===== src/rtl/packet_wrr_scheduler.sv =====
// Weighted round-robin packet scheduler for four requesters.
// Holds a grant per packet until fin or timeout, then gaps one cycle.
module packet_wrr_scheduler #(
  parameter int N_REQ   = 4,
  parameter int TIMEOUT = 64
) (
  input  logic               i_clk,
  input  logic               i_rst_n,
  input  logic [N_REQ-1:0]   i_req,
  input  logic [N_REQ-1:0]   i_fin,
  input  logic               i_ready,
  input  logic [2*N_REQ-1:0] i_weight,
  output logic [N_REQ-1:0]   o_grant,
  output logic [1:0]         o_owner,
  output logic               o_busy,
  output logic               o_abort
);

  typedef enum logic {
    S_IDLE = 1'b0,
    S_BUSY = 1'b1
  } state_t;

  localparam logic [7:0] CNT_MAX = 8'(TIMEOUT - 1);

  state_t           r_state;
  state_t           w_next;
  logic [1:0]       r_owner;
  logic [2:0]       r_credit;
  logic [7:0]       r_cnt;
  logic [N_REQ-1:0] r_grant;
  logic             r_abort;

  logic             w_fin_own;
  logic             w_tmo;
  logic             w_keep;
  logic             w_found;
  logic [1:0]       w_idx;
  logic [1:0]       w_srch;
  logic [1:0]       w_win;
  logic             w_go;
  logic             w_rel_fin;
  logic             w_rel_tmo;
  logic [2:0]       w_load;
  logic [2:0]       w_dec;

  assign w_fin_own = i_fin[r_owner];
  assign w_tmo     = (r_cnt == CNT_MAX);
  assign w_keep    = (r_credit != 3'd0) && i_req[r_owner];

  // Rotating search starts just past the current owner.
  always_comb begin
    w_found = 1'b0;
    w_srch  = r_owner;
    w_idx   = r_owner;
    for (int k = 1; k <= 4; k++) begin
      w_idx = r_owner + 2'(k);
      if (!w_found && i_req[w_idx]) begin
        w_found = 1'b1;
        w_srch  = w_idx;
      end
    end
  end

  assign w_win  = w_keep ? r_owner : w_srch;
  assign w_load = {1'b0, i_weight[{w_win, 1'b0} +: 2]} + 3'd1;
  assign w_dec  = (r_credit != 3'd0) ? r_credit - 3'd1 : 3'd0;

  assign w_go      = (r_state == S_IDLE) && i_ready && (|i_req);
  assign w_rel_fin = (r_state == S_BUSY) && w_fin_own;
  assign w_rel_tmo = (r_state == S_BUSY) && !w_fin_own && w_tmo;

  always_ff @(posedge i_clk or negedge i_rst_n) begin
    if (!i_rst_n) begin
      r_state <= S_IDLE;
    end else begin
      r_state <= w_next;
    end
  end

  always_comb begin
    w_next = r_state;
    unique case (r_state)
      S_IDLE: if (w_go) w_next = S_BUSY;
      S_BUSY: if (w_rel_fin || w_rel_tmo) w_next = S_IDLE;
      default: w_next = S_IDLE;
    endcase
  end

  always_ff @(posedge i_clk or negedge i_rst_n) begin
    if (!i_rst_n) begin
      r_owner  <= 2'd3;
      r_credit <= 3'd0;
      r_cnt    <= 8'd0;
      r_grant  <= '0;
      r_abort  <= 1'b0;
    end else begin
      r_abort <= w_rel_tmo;
      if (w_go) begin
        r_owner <= w_win;
        r_cnt   <= 8'd0;
        r_grant <= N_REQ'(1) << w_win;
        if (!w_keep) r_credit <= w_load;
      end else if (r_state == S_BUSY) begin
        r_cnt <= r_cnt + 8'd1;
        if (w_rel_fin) begin
          r_grant  <= '0;
          r_credit <= w_dec;
        end else if (w_rel_tmo) begin
          r_grant  <= '0;
          r_credit <= 3'd0;
        end
      end
    end
  end

  always_comb begin
    o_grant = r_grant;
    o_busy  = |r_grant;
    o_owner = r_owner;
    o_abort = r_abort;
  end

endmodule


===== config.mk =====
export PLATFORM = sky130hd
export DESIGN_NAME = packet_wrr_scheduler
export DESIGN_NICKNAME = d
export VERILOG_FILES = /design/src/rtl/packet_wrr_scheduler.sv
export SDC_FILE = /design/constraint.sdc
export NUM_CORES = 1
export LEC_CHECK = 0
export BUFFER_PORTS_ARGS = -buffer_cell sky130_fd_sc_hd__buf_2
export CORE_UTILIZATION = 56
export DETAILED_ROUTE_END_ITERATION = 10
export PLACE_DENSITY = 0.88
export RECOVER_POWER = 50
export SETUP_SLACK_MARGIN = 0.5
export SLEW_MARGIN = 0
export SYNTH_ARGS = -nofsm -noshare
export SYNTH_HDL_FRONTEND = slang
export SYNTH_SLANG_ARGS = --single-unit

===== constraint.sdc =====
create_clock -name i_clk -period 5.8 [get_ports i_clk]
set_input_delay 0 -clock i_clk [delete_from_list [all_inputs] [get_ports i_clk]]
set_output_delay 0 -clock i_clk [all_outputs]
set_load 0.005 [all_outputs]

==> flow_summary.ini <==
[setup_path]
r2r-start = o_owner[0]$_DFFE_PN1P_
worst-endpoint-required_ns = 6.00
r2r_slack_ns = 2.34
timing.setup.critical_path_class = reg -> reg
critical_path.startpoint = o_owner[0]$_DFFE_PN1P_
r2r.worst_path.cells = 7
critPathMaxFanout = 9
end_kind = flop
setup.worst_path.start_class = flop
worst_path_arrival_time_ns = 3.66
rr_endpoint = r_credit[1]$_DFFE_PN0P_

[yosys]
postSynthAreaPerCell_sq_um = 9.92
post_synth_inst_count = 115
flip_flop_and_latch_count_after_synthesis = 19
synth_top_cells_by_count = 17 x sky130_fd_sc_hd__dfrtp_1, 14 x sky130_fd_sc_hd__nand2_1, 11 x sky130_fd_sc_hd__o21ai_0
synth.largest_area_cell = sky130_fd_sc_hd__dfrtp_1
synth_seq_area_share_pct = 41.9
post_synth_main_area_contributors = sky130_fd_sc_hd__dfrtp_1 37%, sky130_fd_sc_hd__o21ai_0 4.8%, sky130_fd_sc_hd__dfstp_2 4.6%, sky130_fd_sc_hd__nand2_1 4.6%, sky130_fd_sc_hd__mux4_2 3.9%
synth-warning-count = 0
synth-edff-count = 0
synth.lib_cells_used.distinct = 37
synth_nets = 136
post-synth-top-area-fraction_pct = 37.3
synth_top_flop_cell = sky130_fd_sc_hd__dfrtp_1
asyncSetResetFlopFracSynth_pct = 100
synthMostInstantiatedCell = sky130_fd_sc_hd__dfrtp_1
mappedNetlistArea_sq_mm = 0.00114

[layout]
final_instance_count_without_filler_cells = 167
drive_above_1_share_pct = 25.4
insertedDiodeCount = 0
synthToLayoutAreaGrowth_pct = 15.8
final_nets = 164
design_area_sq_mm = 0.00132

[detailed_routing]
num_vias = 1051
drc_errors = 0
met3_length_microns = 214
topRoutingLayerUsed = met4
drt_iter0_markers = 51
met2_length_mm = 1.21
route.antenna.remaining_nets = 0
drt-met1-wl_mm = 1.07
firstDrtPassIters = 4
post_drt_via_cell_ratio = 6.29
route.final.wire_length_mm = 2.52
routed_wire_length_per_instance_microns = 15.1

[timing]
maxClockFrequency_ghz = 0.289
worst_slack_ns = 2.34
worst_clock_skew_ns = 0.00758
grt_setup_unrepaired = no
final-hold-violation-count = 0
max-slew-margin-rel_pct = 35.5
finish_stage_setup_viols = 0
maxSlewViolCount = 0
totalNegativeSetupSlack_ns = 0
min_period_ns = 3.46
worstMarginPinSlew_ns = 0.968
final.hold.worst_slack_ns = 0.142
timing.final.crit_share_pct = 59.7

[floorplanning]
rows = 15
dieHeight_microns = 47.1
floorplan.die.width_microns = 47.1
initial_core_util_pct = 62.7
core_area_sq_mm = 0.00182
ioPinCount = 27
design.die.area_sq_mm = 0.00222

[clock_network]
cts.root.buffer_cell = sky130_fd_sc_hd__clkbuf_4
clock_sinks = 19
clk_pin_slew_worst_paths_ns = 0.11
clock_latency_ns = 0.31
inserted_clock_buffers = 3
tritoncts = built
htree_levels = 1
cts_max_path_buffers = 2
post_cts_resized = 0

[worst_hold_path]
timing.hold.worst_path_depth = 3
hold_start = i_ready
hold_path_class = in -> reg
timing.hold.worst_endpoint = o_owner[0]$_DFFE_PN1P_

[place]
placed_cells_incl_taps = 162
dp_worst_setup_slack_ns = 2.39
detailed_place.area_sq_mm = 0.00128
port_buffer_count = 26
finalWeightedCongestion = 0.919
dp_hpwl_mm = 1.87

[power_and_ir_drop]
pwr_density_cell_mw_per_mm2 = 483
worst_ir_drop_on_vdd_uv = 280
leakagePower_uw = 0.000606

[global_routing]
grt_start_max_net_pins = 20
grt_pass1_wl_mm = 4.05
number_of_global_route_vias_before_repair = 883
track_usage_pct = 26.4
grt_remaining_overflow = 0
number_of_antenna_violations_at_the_first_check_in_global_routing = 0

[flow_run]
drv.max_cap_violation_count = 0

[run_status]
run_status = completed
==> cell type report <==
class | count | area [sq um]
clock buffers | 3 | 22.5
clock inverters | 1 | 7.51
fillers | 138 | 499
inverters | 3 | 11.3
multi-input cells | 89 | 633
flip-flops and latches | 19 | 478
well taps | 25 | 31.3
repair buffers | 27 | 138
==> flip-flops by register name (all words and copies together), names as in the netlist <==
| name | flops |
|---|---|
| o_abort | 1 |
| r_state | 1 |
| r_credit | 3 |
| o_owner | 2 |
| r_cnt | 8 |
| o_grant | 4 |
==> cell usage in the layout, fill, tap and decap left out, types with 2 or more instances in the layout <==
cell,synthesis,routed
sky130_fd_sc_hd__nor2_1,7,7
sky130_fd_sc_hd__or3_1,2,2
sky130_fd_sc_hd__ha_1,2,2
sky130_fd_sc_hd__xor2_1,3,3
sky130_fd_sc_hd__dfrtp_1,17,17
sky130_fd_sc_hd__nand4_1,3,3
sky130_fd_sc_hd__mux2i_1,4,4
sky130_fd_sc_hd__a21oi_1,8,8
sky130_fd_sc_hd__or4_1,2,2
sky130_fd_sc_hd__nand2_1,14,14
sky130_fd_sc_hd__a21boi_0,2,2
sky130_fd_sc_hd__nand3_1,3,3
sky130_fd_sc_hd__nand2b_1,4,4
sky130_fd_sc_hd__nand3b_1,2,2
sky130_fd_sc_hd__mux4_2,2,2
sky130_fd_sc_hd__inv_1,3,3
sky130_fd_sc_hd__dfstp_2,2,2
sky130_fd_sc_hd__clkbuf_4,0,3
sky130_fd_sc_hd__o21ai_0,11,11
sky130_fd_sc_hd__a32o_1,4,4
sky130_fd_sc_hd__buf_2,0,24
sky130_fd_sc_hd__clkbuf_1,3,2
==> routing by layer <==
layer | track usage, % | up-vias
met2 | 41.7 | 70
met5 | 0 | -
met4 | 6.29 | 0
met1 | 38.6 | 488
met3 | 4.23 | 3
li1 | - | 490
==> metrics by stage <==
stage,utilization (%),power [uW]
after global placement,70.5,540
final,72.6,638
after global routing,72.6,682
after detailed placement,70.5,559
after CTS,72.7,634
after floorplan,-,470
==> where the power goes <==
part | switching, uW | internal [uW] | total (uW)
clock network | 45.7 | 26.3 | 72.0
registers | 56.2 | 178 | 234
logic | 174 | 158 | 332
==> worst max path at each step <==
stage	end	slack, ns
global placement	r_credit[1]$_DFFE_PN0P_	2.52
detailed placement	r_credit[1]$_DFFE_PN0P_	2.39
floorplan	r_credit[1]$_DFFE_PN0P_	2.56
global route	r_credit[1]$_DFFE_PN0P_	2.24
finish	r_credit[1]$_DFFE_PN0P_	2.34
CTS	r_credit[1]$_DFFE_PN0P_	2.35
==> repair_timing <==
item | 4_1_cts | 5_1_grt
endpoints found under the hold margin | 19 | 0
hold buffers | 1 | 0
setup buffers | 0 | 0
==> cell families (layout without fill, tap and decap cells) <==
logic type      count (synthesis)  in the layout  share of synthesized area, %
compound gates                 33             33                          21.1
xor+xnor                        3              3                          2.30
fa+ha+maj                       2              2                          2.19
buf+inv                         7             34                          2.63
flops                          19             19                          41.9
mux                             7              7                          9.76
simple gates                   44             44                          20.2
==> critical path, cell delays in order (launching register included) <==
cell and delay (ns):
sky130_fd_sc_hd__dfstp_2 0.64, sky130_fd_sc_hd__mux4_2 0.57, sky130_fd_sc_hd__and2_4 0.18, sky130_fd_sc_hd__o41ai_4 0.59, sky130_fd_sc_hd__mux4_1 0.63, sky130_fd_sc_hd__ha_1 0.30, sky130_fd_sc_hd__a32o_1 0.22, sky130_fd_sc_hd__a22o_1 0.23
Note: power is estimated with default switching activity, not from simulation.
